===== src/rtl/tl_ul_a_arbiter.sv =====
// tl_ul_a_arbiter
// ---------------------------------------------------------------------------
// Shares one downstream TL-UL slave port between two upstream masters.
//
// A channel: round-robin choice between eligible masters, with a zero-cycle
// combinational grant. The grant is held (locked) across the beats of a
// multi-beat Put burst and across any beat stalled by out_a_ready=0, so
// valid and payload stay stable until the beat is taken. The master index is
// prepended to the source ID so responses can be steered back.
//
// D channel: pure combinational routing on out_d_source[SRC_W]. No buffering.
//
// Per-master outstanding counters stop a master from issuing a new request
// once MAX_OUT of its transactions are in flight.
//
// Handshake rule: a beat transfers on a channel in a cycle where valid and
// ready are both high. Valid never depends on ready. Once valid is high the
// payload is held until the transfer.
//
// Ports
//   clock, reset              sole clock, synchronous active-high reset
//   inN_a_*                   upstream A channel of master N (N = 0,1)
//   out_a_*                   downstream A channel (source = {N, inN_a_source})
//   out_d_*                   downstream D channel
//   inN_d_*                   upstream D channel of master N
//   dbg_*                     arbiter state for observation
// ---------------------------------------------------------------------------
module tl_ul_a_arbiter #(
  parameter int SRC_W   = 4,
  parameter int SIZE_W  = 3,
  parameter int MAX_OUT = 4,
  localparam int CNT_W  = $clog2(MAX_OUT + 1)
) (
  input  logic                clock,
  input  logic                reset,

  input  logic                in0_a_valid,
  output logic                in0_a_ready,
  input  logic [2:0]          in0_a_opcode,
  input  logic [SIZE_W-1:0]   in0_a_size,
  input  logic [SRC_W-1:0]    in0_a_source,
  input  logic [31:0]         in0_a_address,
  input  logic [3:0]          in0_a_mask,
  input  logic [31:0]         in0_a_data,

  input  logic                in1_a_valid,
  output logic                in1_a_ready,
  input  logic [2:0]          in1_a_opcode,
  input  logic [SIZE_W-1:0]   in1_a_size,
  input  logic [SRC_W-1:0]    in1_a_source,
  input  logic [31:0]         in1_a_address,
  input  logic [3:0]          in1_a_mask,
  input  logic [31:0]         in1_a_data,

  output logic                out_a_valid,
  input  logic                out_a_ready,
  output logic [2:0]          out_a_opcode,
  output logic [SIZE_W-1:0]   out_a_size,
  output logic [SRC_W:0]      out_a_source,
  output logic [31:0]         out_a_address,
  output logic [3:0]          out_a_mask,
  output logic [31:0]         out_a_data,

  input  logic                out_d_valid,
  output logic                out_d_ready,
  input  logic [2:0]          out_d_opcode,
  input  logic [SIZE_W-1:0]   out_d_size,
  input  logic [SRC_W:0]      out_d_source,
  input  logic [31:0]         out_d_data,
  input  logic                out_d_denied,
  input  logic                out_d_corrupt,

  output logic                in0_d_valid,
  input  logic                in0_d_ready,
  output logic [2:0]          in0_d_opcode,
  output logic [SIZE_W-1:0]   in0_d_size,
  output logic [SRC_W-1:0]    in0_d_source,
  output logic [31:0]         in0_d_data,
  output logic                in0_d_denied,
  output logic                in0_d_corrupt,

  output logic                in1_d_valid,
  input  logic                in1_d_ready,
  output logic [2:0]          in1_d_opcode,
  output logic [SIZE_W-1:0]   in1_d_size,
  output logic [SRC_W-1:0]    in1_d_source,
  output logic [31:0]         in1_d_data,
  output logic                in1_d_denied,
  output logic                in1_d_corrupt,

  output logic                dbg_lock,
  output logic                dbg_lock_idx,
  output logic                dbg_rr_ptr,
  output logic [CNT_W-1:0]    dbg_out0_cnt,
  output logic [CNT_W-1:0]    dbg_out1_cnt
);

  // Wide enough for the largest burst, 2^(2^SIZE_W - 3) beats.
  localparam int BEAT_W = (1 << SIZE_W) - 2;

  typedef enum logic {
    A_IDLE   = 1'b0,
    A_LOCKED = 1'b1
  } a_state_e;

  a_state_e              a_state;
  logic                  lock_idx;
  logic                  rr_ptr;
  // Remaining beats while locked; 0 while locked means the first beat of a
  // request was stalled and has not fired yet.
  logic [BEAT_W-1:0]     a_beats;
  logic [BEAT_W-1:0]     d_beats;
  logic [CNT_W-1:0]      out0_cnt;
  logic [CNT_W-1:0]      out1_cnt;

  function automatic logic [BEAT_W-1:0] a_beat_count(input logic [2:0]        opcode,
                                                     input logic [SIZE_W-1:0] size);
    if ((opcode == 3'd0 || opcode == 3'd1) && size > SIZE_W'(2))
      return BEAT_W'(1) << (size - SIZE_W'(2));
    else
      return BEAT_W'(1);
  endfunction

  function automatic logic [BEAT_W-1:0] d_beat_count(input logic [2:0]        opcode,
                                                     input logic [SIZE_W-1:0] size);
    if (opcode == 3'd1 && size > SIZE_W'(2))
      return BEAT_W'(1) << (size - SIZE_W'(2));
    else
      return BEAT_W'(1);
  endfunction

  // ---------------------------------------------------------------------------
  // A channel selection
  // ---------------------------------------------------------------------------
  logic              elig0;
  logic              elig1;
  logic              grant;
  logic              a_fire;
  logic              a_first;
  logic [BEAT_W-1:0] a_first_beats;
  logic [2:0]        sel_opcode;
  logic [SIZE_W-1:0] sel_size;
  logic [SRC_W-1:0]  sel_source;
  logic [31:0]       sel_address;
  logic [3:0]        sel_mask;
  logic [31:0]       sel_data;

  always_comb begin
    elig0       = in0_a_valid && (out0_cnt < CNT_W'(MAX_OUT));
    elig1       = in1_a_valid && (out1_cnt < CNT_W'(MAX_OUT));
    grant       = 1'b0;
    out_a_valid = 1'b0;
    if (a_state == A_LOCKED) begin
      // Count check bypassed: the request was already admitted.
      grant       = lock_idx;
      out_a_valid = lock_idx ? in1_a_valid : in0_a_valid;
    end else begin
      if (elig0 && elig1) grant = rr_ptr;
      else if (elig1)     grant = 1'b1;
      else                grant = 1'b0;
      out_a_valid = grant ? elig1 : elig0;
    end
  end

  always_comb begin
    sel_opcode  = grant ? in1_a_opcode  : in0_a_opcode;
    sel_size    = grant ? in1_a_size    : in0_a_size;
    sel_source  = grant ? in1_a_source  : in0_a_source;
    sel_address = grant ? in1_a_address : in0_a_address;
    sel_mask    = grant ? in1_a_mask    : in0_a_mask;
    sel_data    = grant ? in1_a_data    : in0_a_data;
  end

  // Payload is zeroed when nothing is offered so an idle port reads as 0.
  assign out_a_opcode  = out_a_valid ? sel_opcode  : '0;
  assign out_a_size    = out_a_valid ? sel_size    : '0;
  assign out_a_source  = out_a_valid ? {grant, sel_source} : '0;
  assign out_a_address = out_a_valid ? sel_address : '0;
  assign out_a_mask    = out_a_valid ? sel_mask    : '0;
  assign out_a_data    = out_a_valid ? sel_data    : '0;

  assign a_fire      = out_a_valid && out_a_ready;
  assign in0_a_ready = a_fire && !grant;
  assign in1_a_ready = a_fire &&  grant;

  // First beat of a request: any fire from IDLE, or the stalled first beat.
  assign a_first       = a_fire && (a_state == A_IDLE || a_beats == '0);
  assign a_first_beats = a_beat_count(sel_opcode, sel_size);

  // ---------------------------------------------------------------------------
  // D channel routing
  // ---------------------------------------------------------------------------
  logic              d_idx;
  logic              d_fire;
  logic              d_last;
  logic [BEAT_W-1:0] d_total;

  assign d_idx       = out_d_source[SRC_W];
  assign out_d_ready = d_idx ? in1_d_ready : in0_d_ready;
  assign d_fire      = out_d_valid && out_d_ready;
  assign d_total     = d_beat_count(out_d_opcode, out_d_size);
  assign d_last      = (d_beats == '0) ? (d_total == BEAT_W'(1)) : (d_beats == BEAT_W'(1));

  assign in0_d_valid   = out_d_valid && !d_idx;
  assign in0_d_opcode  = in0_d_valid ? out_d_opcode  : '0;
  assign in0_d_size    = in0_d_valid ? out_d_size    : '0;
  assign in0_d_source  = in0_d_valid ? out_d_source[SRC_W-1:0] : '0;
  assign in0_d_data    = in0_d_valid ? out_d_data    : '0;
  assign in0_d_denied  = in0_d_valid && out_d_denied;
  assign in0_d_corrupt = in0_d_valid && out_d_corrupt;

  assign in1_d_valid   = out_d_valid && d_idx;
  assign in1_d_opcode  = in1_d_valid ? out_d_opcode  : '0;
  assign in1_d_size    = in1_d_valid ? out_d_size    : '0;
  assign in1_d_source  = in1_d_valid ? out_d_source[SRC_W-1:0] : '0;
  assign in1_d_data    = in1_d_valid ? out_d_data    : '0;
  assign in1_d_denied  = in1_d_valid && out_d_denied;
  assign in1_d_corrupt = in1_d_valid && out_d_corrupt;

  // ---------------------------------------------------------------------------
  // Outstanding counters
  // ---------------------------------------------------------------------------
  logic inc0, inc1, dec0, dec1;

  assign inc0 = a_first && !grant;
  assign inc1 = a_first &&  grant;
  // A response with nothing outstanding is ignored for counting.
  assign dec0 = d_fire && d_last && !d_idx && (out0_cnt != '0);
  assign dec1 = d_fire && d_last &&  d_idx && (out1_cnt != '0);

  // ---------------------------------------------------------------------------
  // State
  // ---------------------------------------------------------------------------
  always_ff @(posedge clock) begin
    if (reset) begin
      a_state  <= A_IDLE;
      lock_idx <= 1'b0;
      rr_ptr   <= 1'b0;
      a_beats  <= '0;
      d_beats  <= '0;
      out0_cnt <= '0;
      out1_cnt <= '0;
    end else begin
      case (a_state)
        A_IDLE: begin
          if (a_fire) begin
            if (a_first_beats > BEAT_W'(1)) begin
              a_state  <= A_LOCKED;
              lock_idx <= grant;
              a_beats  <= a_first_beats - BEAT_W'(1);
            end else begin
              rr_ptr <= ~grant;
            end
          end else if (out_a_valid) begin
            // Stalled first beat: hold the grant so the payload stays put.
            a_state  <= A_LOCKED;
            lock_idx <= grant;
            a_beats  <= '0;
          end
        end
        A_LOCKED: begin
          if (a_fire) begin
            if (a_beats == '0) begin
              if (a_first_beats > BEAT_W'(1)) begin
                a_beats <= a_first_beats - BEAT_W'(1);
              end else begin
                a_state <= A_IDLE;
                rr_ptr  <= ~grant;
              end
            end else if (a_beats == BEAT_W'(1)) begin
              a_state <= A_IDLE;
              a_beats <= '0;
              rr_ptr  <= ~grant;
            end else begin
              a_beats <= a_beats - BEAT_W'(1);
            end
          end
        end
        default: a_state <= A_IDLE;
      endcase

      if (d_fire) begin
        if (d_last)              d_beats <= '0;
        else if (d_beats == '0)  d_beats <= d_total - BEAT_W'(1);
        else                     d_beats <= d_beats - BEAT_W'(1);
      end

      if (inc0 && !dec0)      out0_cnt <= out0_cnt + CNT_W'(1);
      else if (!inc0 && dec0) out0_cnt <= out0_cnt - CNT_W'(1);

      if (inc1 && !dec1)      out1_cnt <= out1_cnt + CNT_W'(1);
      else if (!inc1 && dec1) out1_cnt <= out1_cnt - CNT_W'(1);
    end
  end

  assign dbg_lock     = (a_state == A_LOCKED);
  assign dbg_lock_idx = lock_idx;
  assign dbg_rr_ptr   = rr_ptr;
  assign dbg_out0_cnt = out0_cnt;
  assign dbg_out1_cnt = out1_cnt;

endmodule


===== config.mk =====
export PLATFORM = sky130hd
export DESIGN_NAME = tl_ul_a_arbiter
export DESIGN_NICKNAME = d
export VERILOG_FILES = /design/src/rtl/tl_ul_a_arbiter.sv
export SDC_FILE = /design/constraint.sdc
export NUM_CORES = 1
export LEC_CHECK = 0
export ABC_CLOCK_PERIOD_IN_PS = 10200
export CORE_AREA = 2 2 152 154
export DETAILED_ROUTE_END_ITERATION = 16
export DIE_AREA = 0 0 154 156
export PLACE_DENSITY = 0.59
export SLEW_MARGIN = 10
export SYNTH_ARGS = -nofsm -noshare
export SYNTH_HDL_FRONTEND = slang
export SYNTH_SLANG_ARGS = --single-unit

===== constraint.sdc =====
create_clock -name clock -period 10.2 [get_ports clock]
set_input_delay 2.04 -clock clock [delete_from_list [all_inputs] [get_ports clock]]
set_output_delay 2.04 -clock clock [all_outputs]
set_load 0.02 [all_outputs]

======== Word level (Yosys, flattened, before mapping) ========
Cells that the tools add are included.
storage, ports and cells
  register bits ........................... 21
  input port bits ......................... 209
  output and inout bits ................... 182
  word-level logic and storage cells ...... 142
operators by class
  $add $sub $neg .......................... 10
  magnitude comparators ................... 5
  eq/ne operators ......................... 10
  shifts and indexed selects .............. 2
  multiplexer cells ....................... 60
  bitwise gates (word level) .............. 2
  reduce and logical (&&, ||, !) cells .... 46
operator list
  operator               number
  $mux W32               6
  $mux W6                10
  $mux W3                12
  $logic_and A1 B1 Y1    27
  $sub A6 B1 Y6 const B  4
  $mux W1                23
  $mux W4                5
  $eq A6 B1 Y1 const B   3
  $logic_not A6 Y1       2
  $pmux W6 S2            1
  $shl A1 B3 Y6 const A  2
  $add A3 B1 Y3 const B  2
  $eq A3 B1 Y1 const B   2
  $gt A3 B2 Y1 const B   2
  $gt A6 B1 Y1 const B   1
  $logic_not A1 Y1       6
  $lt A3 B3 Y1 const B   2
  $reduce_and A3 Y1      2
  $reduce_bool A2 Y1     3
  $reduce_bool A3 Y1     2
  $sub A3 B1 Y3 const B  2
  $sub A3 B2 Y3 const B  2
  $mux W5                1
  $ne A2 B1 Y1 const B   2
  8 further kinds        11

======== Depth between registers and ports, before layout ========
  depth after elaboration ................. 16
  mapped depth ............................ 17
  gate-level depth less buffers ........... 16

======== Worst setup path after synthesis ========
Ideal clock, no wire load.
  path kind ............................... input to output
  from .................................... input port in0_a_valid
  to ...................................... output port out_a_data[15]
  arrival time ............................ 3.722 ns
  required time ........................... 8.160 ns
  path slack .............................. 4.438 ns
  cell stages on the path ................. 7
  buffers on the path ..................... 3
  cells stage by stage .................... or3b_4 a31oi_4 clkbuf_1 buf_2 buf_2 nand2_1 a21oi_1
between the ends
  longest elaborated chain between the ends .. 7
  elaborated cells on any way between the ends .. 10
  those cells by class .................... mux (8); reduce/logical (2)
ends and longest elaborated chain
  element                                     line      source
  from (decl)                                 37        input logic in0_a_valid,
  $logic_and A1 B1 Y1                         149       elig0 = in0_a_valid && (out0_cnt < CNT_W'(MAX_OUT));
  $logic_and A1 B1 Y1                         158       if (elig0 && elig1) grant = rr_ptr;
  $mux W1                                     158
  $mux W1                                     153       if (a_state == A_LOCKED) begin
  $mux W1 (on tied branches)                  153, 161
  $mux W32 / $mux W1 (equally long branches)  171, 153
  $mux W32 (*)                                180       assign out_a_data = out_a_valid ? sel_data : '0;
  to (decl)                                   62        output logic [31:0] out_a_data,
Mark *: on every way between the ends. The rest lies on a longest branch, timed or not. The select of a mux whose other input is x is not followed.

======== Worst setup path in the final report ========
  from .................................... input port in0_a_valid
  to ...................................... output port out_a_address[19]
between the ends
  longest elaborated chain between the ends .. 7
  elaborated cells on any way between the ends .. 10
  those cells by class .................... mux (8); reduce/logical (2)
ends and longest elaborated chain
  element                                     line      source
  $logic_and A1 B1 Y1                         149
  $logic_and A1 B1 Y1                         158
  $mux W1                                     158
  $mux W1                                     153
  $mux W1 (on tied branches)                  153, 161
  $mux W32 / $mux W1 (equally long branches)  169, 153
  $mux W32 (*)                                178       assign out_a_address = out_a_valid ? sel_address : '0;
  to (decl)                                   60        output logic [31:0] out_a_address,
Marked as above.

==> results.sh <==
export IMPL_drt_wl_total_um=21800
export IMPL_via_per_inst=4.40
export IMPL_routabilityCongestion=0.823
export IMPL_drive_gt1_share_pct=2.24
export IMPL_dpl_cell_area_um2=7790
export IMPL_area_growth_pct=115
export IMPL_min_to="d_beats[4]"
export IMPL_num_vias=5578
export IMPL_rows=55
export IMPL_core_area_um2=22400
export IMPL_path_common_cell="clkdlybuf4s50_1"
export IMPL_path_clk_slew_ns=0.06
export IMPL_outcome="completed"
export IMPL_crit_slowest_cell="buf_4"
export IMPL_grt_pass1_wl_um=31300
export IMPL_track_usage_pct=16.5
export IMPL_cts_setup_buffers=0
export IMPL_syn_area_per_cell_um2=5.82
export IMPL_tightest_slew_ns=1.04
export IMPL_die_x_um=154
export IMPL_cts_root_buffer="clkbuf_16"
export IMPL_cp_slowest_stage_delay_ns=0.69
export IMPL_initial_utilization_pct=16.4
export IMPL_peakVddDrop_v=0.0000754
export IMPL_hold_slack_ns=0.476
export IMPL_dp_hpwl_um=17600
export IMPL_gr_total_overflow=0
export IMPL_cts_buffer_depth=2
export IMPL_dieArea_um2=24000
export IMPL_drv_cap=0
export IMPL_drt_pass1_iterations=5
export IMPL_ctsHoldBuffers=0
export IMPL_cp_data_arrival_time_ns=5.38
export IMPL_io_buffers=390
export IMPL_pin_count=391
export IMPL_yosysMostFrequentCell="nand2_1"
export IMPL_critPathLaunchType="primary input"
export IMPL_path_max_fanout=68
export IMPL_antenna_found_initial=2
export IMPL_synth_area_top_cells="nand2_1 18%, a21oi_1 13%, dfxtp_1 11%, and2_1 8.3%, and3_1 7.5%"
export IMPL_finalSetupTns_ns=0
export IMPL_whs_path_depth=2
export IMPL_relSlewSlack_pct=30.9
export IMPL_ant_nets=0
export IMPL_reg2reg_slack_ns=5.18
export IMPL_rsz0062_at_grt="no"
export IMPL_end_kind="output pin"
export IMPL_min_path_type="register to register"
export IMPL_r2r_end="a_beats[4]"
export IMPL_power_density_nw_per_um2=151
export IMPL_min_period_over_period_pct=72.7
export IMPL_p_leak_nw=3.13
export IMPL_worstSetupPathType="primary input to output pin"
export IMPL_setup_violations=0
export IMPL_synth_top_area_share_pct=18.2
export IMPL_nets=1207
export IMPL_die_y_um=156
export IMPL_wl_per_cell_um=17.2
export IMPL_synth_ff_type="dfxtp_1"
export IMPL_ctsResizeCount=0
export IMPL_ys_warn_count=0
export IMPL_finalPower_mw=1.19
export IMPL_max_freq_ghz=0.135
export IMPL_drv_slew=0
export IMPL_clock_sinks=21
export IMPL_synth_seq_cells=21
export IMPL_synth_cells=631
export IMPL_crit_chain="clkdlybuf4s50_1 -> or3b_4 -> a31oi_4 -> buf_4 -> nand2_1 -> a21oi_1 -> clkdlybuf4s50_1"
export IMPL_design_area_um2=7880
export IMPL_synthTopCellsByCount="178 x nand2_1, 94 x a21oi_1, 49 x and2_1, 44 x and3_1"
export IMPL_hold_viol=0
export IMPL_grt_start_max_net_pins=88
export IMPL_synth_edf_count=0
export IMPL_required_ns=8.16
export IMPL_yosysTopAreaCell="nand2_1"
export IMPL_synth_seq_area_share_pct=11.4
export IMPL_hp_start="d_beats[4]"
export IMPL_h_tree_depth=1
export IMPL_drt_iter0_drc=496
export IMPL_ff2ff_path_depth=15
export IMPL_remaining_drc_errors=0
export IMPL_cts_tree="built"
export IMPL_async_flop_share_pct=0
export IMPL_cts_made_buffers=3
export IMPL_syn_cell_area_um2=3670
export IMPL_grt_pass1_vias=5216
export IMPL_rr_startpoint="dbg_lock"
export IMPL_min_period_ns=7.42
export IMPL_synth_nets=855
export IMPL_synth_distinct_cells=55
export IMPL_clock_latency_ns=0.25
export IMPL_fin_skew_ns=0.00179
## cells in the final DEF, fill, tap and decap left out, types with 3 or more instances in the layout
cell type,n
clkdlybuf4s50_1,390
nand2_1,178
a21oi_1,94
and2_1,48
and3_1,44
nor2_1,42
dfxtp_1,21
inv_1,17
o21ai_0,17
ha_1,13
nor3_1,10
xor2_1,8
mux2i_1,7
nand2b_1,7
nand3_1,5
or3_1,5
a211oi_1,5
buf_4,5
o211ai_1,4
a22oi_1,4
a211o_1,3
xnor2_1,3
o22ai_1,3
clkbuf_16,3
## layer usage
metal  vias to the layer above  track usage (%)  share of wire, %
li1                       2853                -                 -
met1                      2506             23.4                47
met2                       213             25.9                45
met3                         6             4.67               7.1
met4                         0             1.16              0.47
met5                         -                0                 0
## power by group
group | total, mW | internal, mW | switching [mW]
registers | 0.122 | 0.0976 | 0.0246
logic | 0.985 | 0.430 | 0.554
clock network | 0.0825 | 0.0532 | 0.0293
total | 1.19 | 0.581 | 0.608
## cells by family (layout without fill, tap and decap cells)
logic type,Yosys count,after routing,share of synthesized area [%]
other,0,2,0
xor gates and xnor gates,11,11,2.62
muxes,10,10,2.93
and+or+nand+nor,357,357,46.1
buffers and inverters,65,416,6.85
AOI/OAI and AO/OA,152,152,24.5
adders and majority gates,15,15,5.52
DFF,21,21,11.4
## per-stage QoR
stage | util [%] | setup slack, ns | instances
2_1_floorplan | - | 4.44 | 631
3_3_place_gp | 34.9 | 2.82 | 1263
3_5_place_dp | 34.9 | 2.79 | 1263
4_1_cts | 35.2 | 2.78 | 1267
5_1_grt | 35.2 | 2.62 | 1267
6_report | 35.2 | 2.78 | 1269
## how the worst max path moves through the flow
stage,startpoint,end,slack (ns),cells past startpoint
after floorplan,in0_a_valid,out_a_data[15],4.44,7
after global placement,in0_a_valid,out_a_address[19],2.82,7
after detailed placement,in0_a_valid,out_a_address[19],2.79,7
after CTS,in0_a_valid,out_a_address[19],2.78,7
after global routing,in0_a_valid,out_a_mask[3],2.62,7
final,in0_a_valid,out_a_address[19],2.78,7
## area by class of cell
cell class              instances  area (µm²)
repair buffers                395        3940
flip-flops and latches         21         420
clock buffers                   4        78.8
fillers                      2357       14500
multi-input cells             545        3010
diodes                          2        5.00
well taps                     285         357
inverters                      17        63.8
## registers in the layout (all words and copies together) (netlist names)
name / count
d_beats: 6
dbg_rr_ptr: 1
dbg_lock: 1
dbg_out0_cnt: 3
dbg_out1_cnt: 3
a_beats: 6
dbg_lock_idx: 1
## critical path, delay by kind of cell
family          cells  cell delay (ns)
compound gates      2             0.76
buf+inv             3             1.91
simple gates        2             0.64
Note: power is estimated with default switching activity, not from simulation.
